--- src/rtl/decode_rf_pkg.sv ---
// Shared constants for the bananachine decode stage: opcode and ext field
// encodings, ALU control words, and the sequencer state type.
package bananachine_pkg;

    // Major opcodes that are not plain ALU operations
    localparam logic [3:0] OP_RTYPE = 4'b0000;
    localparam logic [3:0] OP_SHIFT = 4'b1000;
    localparam logic [3:0] OP_LUI   = 4'b1111;

    // ALU operation codes, used both as R-type ext and as I-type op
    localparam logic [3:0] CODE_AND  = 4'b0001;
    localparam logic [3:0] CODE_OR   = 4'b0010;
    localparam logic [3:0] CODE_XOR  = 4'b0011;
    localparam logic [3:0] CODE_ADD  = 4'b0101;
    localparam logic [3:0] CODE_ADDU = 4'b0110;
    localparam logic [3:0] CODE_SUB  = 4'b1001;
    localparam logic [3:0] CODE_CMP  = 4'b1011;
    localparam logic [3:0] CODE_MOV  = 4'b1101;

    // Ext value selecting register-amount shift under OP_SHIFT
    localparam logic [3:0] EXT_LSH = 4'b0100;

    // ALU control words {category, op}
    localparam logic [5:0] CONT_NONE = 6'b000000;
    localparam logic [5:0] CONT_AND  = 6'b000001;
    localparam logic [5:0] CONT_OR   = 6'b000010;
    localparam logic [5:0] CONT_XOR  = 6'b000011;
    localparam logic [5:0] CONT_ADD  = 6'b000101;
    localparam logic [5:0] CONT_ADDU = 6'b000110;
    localparam logic [5:0] CONT_SUB  = 6'b001001;
    localparam logic [5:0] CONT_CMP  = 6'b001011;
    localparam logic [5:0] CONT_MOV  = 6'b001101;
    localparam logic [5:0] CONT_LSH  = 6'b100101;
    localparam logic [5:0] CONT_LUI  = 6'b111111;

    typedef enum logic [1:0] {
        IDLE = 2'd0,
        EXEC = 2'd1,
        WB   = 2'd2
    } state_t;

    // True for the eight codes the ALU accepts as a basic operation
    function automatic logic is_alu_code(input logic [3:0] code);
        return code inside {CODE_AND, CODE_OR, CODE_XOR, CODE_ADD,
                            CODE_ADDU, CODE_SUB, CODE_CMP, CODE_MOV};
    endfunction

endpackage

--- src/rtl/decode_rf_if.sv ---
// Instruction handshake, ALU operand/result bus and debug read port of the
// decode stage. The master side feeds instructions and plays the ALU.
interface decode_rf_if #(
    parameter int WIDTH         = 16,
    parameter int ALU_CONT_BITS = 6,
    parameter int REG_ADDR_BITS = 4
);
    logic [15:0]              inst;
    logic                     inst_valid;
    logic                     inst_ready;
    logic [WIDTH-1:0]         alu_a;
    logic [WIDTH-1:0]         alu_b;
    logic [ALU_CONT_BITS-1:0] alu_cont;
    logic [WIDTH-1:0]         alu_out;
    logic                     retire;
    logic                     illegal;
    logic [REG_ADDR_BITS-1:0] dbg_addr;
    logic [WIDTH-1:0]         dbg_data;

    modport master (
        output inst, inst_valid, alu_out, dbg_addr,
        input  inst_ready, alu_a, alu_b, alu_cont, retire, illegal, dbg_data
    );

    modport slave (
        input  inst, inst_valid, alu_out, dbg_addr,
        output inst_ready, alu_a, alu_b, alu_cont, retire, illegal, dbg_data
    );
endinterface

--- src/rtl/decode_rf_regfile16.sv ---
// Sixteen-entry register file: two combinational operand reads, a
// combinational debug read, one synchronous write, synchronous clear.
module regfile16 #(
    parameter int WIDTH     = 16,
    parameter int ADDR_BITS = 4
) (
    input  logic                 clk,
    input  logic                 reset,
    input  logic                 we,
    input  logic [ADDR_BITS-1:0] waddr,
    input  logic [WIDTH-1:0]     wdata,
    input  logic [ADDR_BITS-1:0] raddr_a,
    output logic [WIDTH-1:0]     rdata_a,
    input  logic [ADDR_BITS-1:0] raddr_b,
    output logic [WIDTH-1:0]     rdata_b,
    input  logic [ADDR_BITS-1:0] dbg_addr,
    output logic [WIDTH-1:0]     dbg_data
);
    logic [WIDTH-1:0] mem [2**ADDR_BITS];

    // Clear wins over a write in the same cycle
    always_ff @(posedge clk) begin
        if (reset) begin
            for (int i = 0; i < 2**ADDR_BITS; i++) begin
                mem[i] <= '0;
            end
        end else if (we) begin
            mem[waddr] <= wdata;
        end
    end

    assign rdata_a  = mem[raddr_a];
    assign rdata_b  = mem[raddr_b];
    assign dbg_data = mem[dbg_addr];
endmodule

--- src/rtl/decode_rf.sv ---
// Decode and register-file stage: latches one instruction, presents its
// operands and control word to the ALU for EXEC and WB, then writes back.
module decode_rf
    import bananachine_pkg::*;
#(
    parameter int WIDTH         = 16,
    parameter int ALU_CONT_BITS = 6,
    parameter int REG_ADDR_BITS = 4
) (
    input logic        clk,
    input logic        reset,
    decode_rf_if.slave bus
);
    state_t state;
    state_t state_next;
    logic [15:0] inst_q;

    logic [3:0] op;
    logic [3:0] rd;
    logic [3:0] ext;
    logic [3:0] rs;
    logic [7:0] imm8;

    logic                     legal;
    logic                     writes;
    logic [ALU_CONT_BITS-1:0] cont;
    logic [WIDTH-1:0]         operand_b;
    logic [WIDTH-1:0]         rd_value;
    logic [WIDTH-1:0]         rs_value;

    assign op   = inst_q[15:12];
    assign rd   = inst_q[11:8];
    assign ext  = inst_q[7:4];
    assign rs   = inst_q[3:0];
    assign imm8 = inst_q[7:0];

    regfile16 #(
        .WIDTH     (WIDTH),
        .ADDR_BITS (REG_ADDR_BITS)
    ) u_rf (
        .clk      (clk),
        .reset    (reset),
        .we       (state == WB && writes),
        .waddr    (rd),
        .wdata    (bus.alu_out),
        .raddr_a  (rd),
        .rdata_a  (rd_value),
        .raddr_b  (rs),
        .rdata_b  (rs_value),
        .dbg_addr (bus.dbg_addr),
        .dbg_data (bus.dbg_data)
    );

    // Sequencer state and instruction latch; the latch only loads on accept
    always_ff @(posedge clk) begin
        if (reset) begin
            state  <= IDLE;
            inst_q <= '0;
        end else begin
            state <= state_next;
            if (state == IDLE && bus.inst_valid) begin
                inst_q <= bus.inst;
            end
        end
    end

    // Three-step sequence: accept in IDLE, one EXEC cycle, one WB cycle
    always_comb begin
        state_next = state;
        case (state)
            IDLE:    if (bus.inst_valid) state_next = EXEC;
            EXEC:    state_next = WB;
            WB:      state_next = IDLE;
            default: state_next = IDLE;
        endcase
    end

    // Decode the latched word into control, second operand and legality
    always_comb begin
        legal     = 1'b0;
        cont      = CONT_NONE;
        operand_b = '0;
        case (op)
            OP_RTYPE: begin
                if (is_alu_code(ext)) begin
                    legal     = 1'b1;
                    cont      = {2'b00, ext};
                    operand_b = rs_value;
                end
            end
            OP_SHIFT: begin
                if (ext == EXT_LSH) begin
                    legal     = 1'b1;
                    cont      = CONT_LSH;
                    operand_b = rs_value;
                end else if (ext[3:1] == 3'b000) begin
                    legal     = 1'b1;
                    cont      = CONT_LSH;
                    operand_b = {{(WIDTH-5){ext[0]}}, ext[0], rs};
                end
            end
            OP_LUI: begin
                legal     = 1'b1;
                cont      = CONT_LUI;
                operand_b = {{(WIDTH-8){1'b0}}, imm8};
            end
            default: begin
                if (is_alu_code(op)) begin
                    legal = 1'b1;
                    cont  = {2'b00, op};
                    if (op == CODE_AND || op == CODE_OR || op == CODE_XOR) begin
                        operand_b = {{(WIDTH-8){1'b0}}, imm8};
                    end else begin
                        operand_b = {{(WIDTH-8){imm8[7]}}, imm8};
                    end
                end
            end
        endcase
    end

    assign writes = legal && (cont != CONT_CMP);

    assign bus.inst_ready = (state == IDLE);
    assign bus.alu_a      = rd_value;
    assign bus.alu_b      = operand_b;
    assign bus.alu_cont   = cont;
    assign bus.retire     = (state == WB);
    assign bus.illegal    = (state == WB) && !legal;
endmodule

--- src/flat_wrapper.sv ---
// flat-port wrapper written by rule: the top's interface ports become plain ports
module decode_rf_flat import bananachine_pkg::*;
#(
    parameter int WIDTH         = 16,
    parameter int ALU_CONT_BITS = 6,
    parameter int REG_ADDR_BITS = 4
)
  (clk, reset, bus_inst, bus_inst_valid, bus_alu_out, bus_dbg_addr, bus_inst_ready, bus_alu_a, bus_alu_b, bus_alu_cont, bus_retire, bus_illegal, bus_dbg_data);
  decode_rf_if #(.WIDTH(WIDTH), .ALU_CONT_BITS(ALU_CONT_BITS), .REG_ADDR_BITS(REG_ADDR_BITS)) bus_i ();
  input logic clk;
  input logic reset;
  input wire logic [$bits(bus_i.inst)-1:0] bus_inst;
  input wire logic [$bits(bus_i.inst_valid)-1:0] bus_inst_valid;
  input wire logic [$bits(bus_i.alu_out)-1:0] bus_alu_out;
  input wire logic [$bits(bus_i.dbg_addr)-1:0] bus_dbg_addr;
  output wire logic [$bits(bus_i.inst_ready)-1:0] bus_inst_ready;
  output wire logic [$bits(bus_i.alu_a)-1:0] bus_alu_a;
  output wire logic [$bits(bus_i.alu_b)-1:0] bus_alu_b;
  output wire logic [$bits(bus_i.alu_cont)-1:0] bus_alu_cont;
  output wire logic [$bits(bus_i.retire)-1:0] bus_retire;
  output wire logic [$bits(bus_i.illegal)-1:0] bus_illegal;
  output wire logic [$bits(bus_i.dbg_data)-1:0] bus_dbg_data;
  assign bus_i.inst = bus_inst;
  assign bus_i.inst_valid = bus_inst_valid;
  assign bus_i.alu_out = bus_alu_out;
  assign bus_i.dbg_addr = bus_dbg_addr;
  assign bus_inst_ready = bus_i.inst_ready;
  assign bus_alu_a = bus_i.alu_a;
  assign bus_alu_b = bus_i.alu_b;
  assign bus_alu_cont = bus_i.alu_cont;
  assign bus_retire = bus_i.retire;
  assign bus_illegal = bus_i.illegal;
  assign bus_dbg_data = bus_i.dbg_data;
  decode_rf #(.WIDTH(WIDTH), .ALU_CONT_BITS(ALU_CONT_BITS), .REG_ADDR_BITS(REG_ADDR_BITS)) u_core (.clk(clk), .reset(reset), .bus(bus_i));
endmodule
--- config.mk ---
export PLATFORM = sky130hd
export DESIGN_NAME = decode_rf_flat
export DESIGN_NICKNAME = d
export VERILOG_FILES = /design/src/rtl/decode_rf_pkg.sv /design/src/rtl/decode_rf_if.sv /design/src/rtl/decode_rf_regfile16.sv /design/src/rtl/decode_rf.sv /design/src/flat_wrapper.sv
export SDC_FILE = /design/constraint.sdc
export NUM_CORES = 1
export LEC_CHECK = 0
export BUFFER_PORTS_ARGS = -buffer_cell sky130_fd_sc_hd__buf_2
export CORE_MARGIN = 2
export CORE_UTILIZATION = 60
export DETAILED_ROUTE_END_ITERATION = 6
export PLACE_DENSITY = 0.83
export REMOVE_ABC_BUFFERS = 1
export SYNTH_ARGS = -nofsm -noshare
export SYNTH_HDL_FRONTEND = slang
export SYNTH_SLANG_ARGS = --single-unit
--- constraint.sdc ---
create_clock -name clk -period 3.6 [get_ports clk]
set_input_delay 0.72 -clock clk [delete_from_list [all_inputs] [get_ports clk]]
set_output_delay 0.72 -clock clk [all_outputs]
set_load 0.005 [all_outputs]
==> out/metrics.csv <==
metric,value,unit
ios,96,
final_area,18900,um2
wl,54.6,mm
synth-async-reset-ratio,0,
drtIter0Drc,2211,
h-tree-depth,1,
start_util,0.610,
clkSlewWorstSetupHoldPaths,0.06,ns
cts.sinks,282,
ir_drop,0.000386,V
grt_usage,0.376,
rsz0062_at_grt,no,
post-route-drc-count,0,
hold_violations,0,
slew_viol_final,0,
dieHeight,172,um
synth_area_leaders,"edfxtp_1, mux4_2, nor3_1",
end_kind,output port,
cp-start-kind,flop,
yosysSeqAreaShare,0.483,
place_area,17900,um2
fmax,290,MHz
worst_slew_margin_rel,0.185,
synth_top_area_cell,edfxtp_1,
grt_max_degree,87,
port_buffers,95,
skew,0.0180,ns
worstPathRequired,2.88,ns
gr-total-overflow,0,
crit_type,flop to output port,
routed-via-count,12888,
top_layer_used,met4,
r2r_setup_slack,0.55,ns
synthToLayoutAreaGrowth,11.0,%
ys_ff_latch,282,
p_leak,6.07,nW
grt_first_pass_wirelength,79.5,mm
layout_min_cycle_time,3.45,ns
cap_violations,0,
antenna_found_initial,0,
min_path_type,input port to flop,
clock_path_buffers,3,
syn_avg_cell_area,14.2,um2
final_antenna_net_count,0,
final.setup.tns,0,ns
fin_crit_sh,0.958,
synth_top_area_frac,0.452,
die_area,29700,um2
utilization,0.678,
synth_cell_type_count,52,
timing.rr.start,u_core.inst_q[15],
numCtsBuffers,28,
core-area,27900,um2
die_w,172,um
synth_flop_cell,edfxtp_1,
met1_length,17.2,mm
power_per_cell_area,433,nW/um2
place_hpwl,34.5,mm
syn-instance-count,1199,
first_global_vias,12544,
setup_viol,0,
worst_pin_slew,1.22,ns
wl_per_cell,33.0,um
endpoint,bus_alu_b[13],
path_max_fanout,12,
num_antenna_cells,0,
drt_pass1_iterations,6,
status,"finished, final reports clean",
wl_met2,24.8,mm
rows,61,
cts_tree,done,
dp_cells,1604,
syn_area,17000,um2
reg2reg_depth,6,
synth-edff-count,256,
place.gp.congestion,0.914,
nets,1296,
root_buffer,clkbuf_16,
reg2reg_to,u_core.u_rf.mem[7][6],
layoutNonFillerInstCount,1657,
arrival,2.73,ns
clk_latency,0.56,ns
drive_gt1_frac,0.364,
crit_start,u_core.inst_q[15],
synth_warnings,0,
routed_via_density,7.78,
route.met3.wl,9.15,mm
[Yosys cell counts (4+ instances only)]
cell type and n:
a21oi_1 16, a22o_1 12, and2_1 4, buf_1 6, buf_2 43, buf_6 17
clkbuf_1 59, dfxtp_1 26, edfxtp_1 256, inv_1 21, mux2_2 9, mux2i_1 16
mux4_2 225, nand2_1 110, nand2b_1 5, nand3_1 6, nand4_1 4, nor2_1 30
nor2b_1 8, nor3_1 257, o211ai_1 9, o21ai_0 15, o2bb2ai_1 5
[report_power, final]
group	leakage, nW	internal (mW)	switching [mW]	total (mW)
Sequential	2.85	3.68	0.149	3.83
Combinational	2.76	0.586	0.794	1.38
Clock	0.453	1.70	1.27	2.97
[flip-flops by register name, indices dropped and copies added, names as in the netlist, named ones only]
register / flops
u_core.inst_q: 16
u_core.state: 2
u_core.u_rf.mem: 256
[what timing repair did]
item / 4_1_cts / 5_1_grt
hold endpoints to repair: 0 / 0
endpoints found under the setup margin: 0 / 2
setup buffers: 0 / 1
resized for setup: 0 / 1
hold buffers: 0 / 0
[cells in the final DEF (no fill, tap or decap), types with 5 or more instances in the layout]
cell type	synthesis	final
o2bb2ai_1	5	5
nand2_1	110	110
nor3_1	257	257
clkbuf_1	59	5
buf_2	43	94
nand3_1	6	6
inv_1	21	21
nand2b_1	5	5
clkbuf_16	0	30
buf_12	1	10
nor2_1	30	30
mux2i_1	16	16
edfxtp_1	256	256
mux4_2	225	225
dfxtp_1	26	21
o211ai_1	9	9
clkinv_2	0	6
buf_4	3	54
nor2b_1	8	8
a22o_1	12	12
mux2_2	9	9
o21ai_2	0	12
a21oi_1	16	16
[area by class of cell]
class / count / area (um2)
Fill cell: 1827 / 8980
Sequential cell: 282 / 8220
Multi-Input combinational cell: 763 / 8080
Timing Repair Buffer: 160 / 1100
Clock buffer: 38 / 798
Tap cell: 378 / 473
Clock inverter: 14 / 123
Inverter: 22 / 82.6
[worst min-delay path by stage]
| stage | slack [ns] | cells after the start | endpoint | startpoint |
|---|---|---|---|---|
| 3_5_place_dp | 0.44 | 1 | u_core.state[1] | u_core.state[1] |
| 4_1_cts | 0.40 | 3 | u_core.inst_q[12] | bus_inst[12] |
| 5_1_grt | 0.42 | 3 | u_core.inst_q[14] | bus_inst[14] |
| 2_1_floorplan | 0.41 | 1 | u_core.state[1] | u_core.state[1] |
| 3_3_place_gp | 0.42 | 1 | u_core.state[1] | u_core.state[1] |
| 6_report | 0.40 | 3 | u_core.inst_q[12] | bus_inst[12] |
[cell families after synthesis]
kind of cell / count (synthesis) / synth area share
AND/OR/NAND/NOR: 434 / 0.121
flip-flops: 282 / 0.483
buffers and inverters: 154 / 0.0483
multiplexers: 250 / 0.313
AO/OA/AOI/OAI: 79 / 0.0349
[critical path, stage by stage, from the launching register on]
cell and delay [ns]:
dfxtp_1 0.52, nor2b_1 0.34, nand3_1 0.13, or3b_2 0.70, o211ai_1 0.29, buf_2 0.19
[routing by layer]
metal,vias up,track usage
li1,5013,-
met1,6278,0.495
met2,1326,0.570
met3,271,0.114
met4,0,0.197
met5,-,0
[per-stage QoR]
stage                     power (mW)  hold WS (ns)  setup WS (ns)
final                           8.18         0.400          0.150
after global routing            8.34         0.417         0.0729
after CTS                       8.11         0.403          0.122
after detailed placement        5.22         0.437          0.405
after global placement          5.18         0.423          0.455
after floorplan                 4.65         0.410          -4.83
Power figures use the tool's default switching activity.
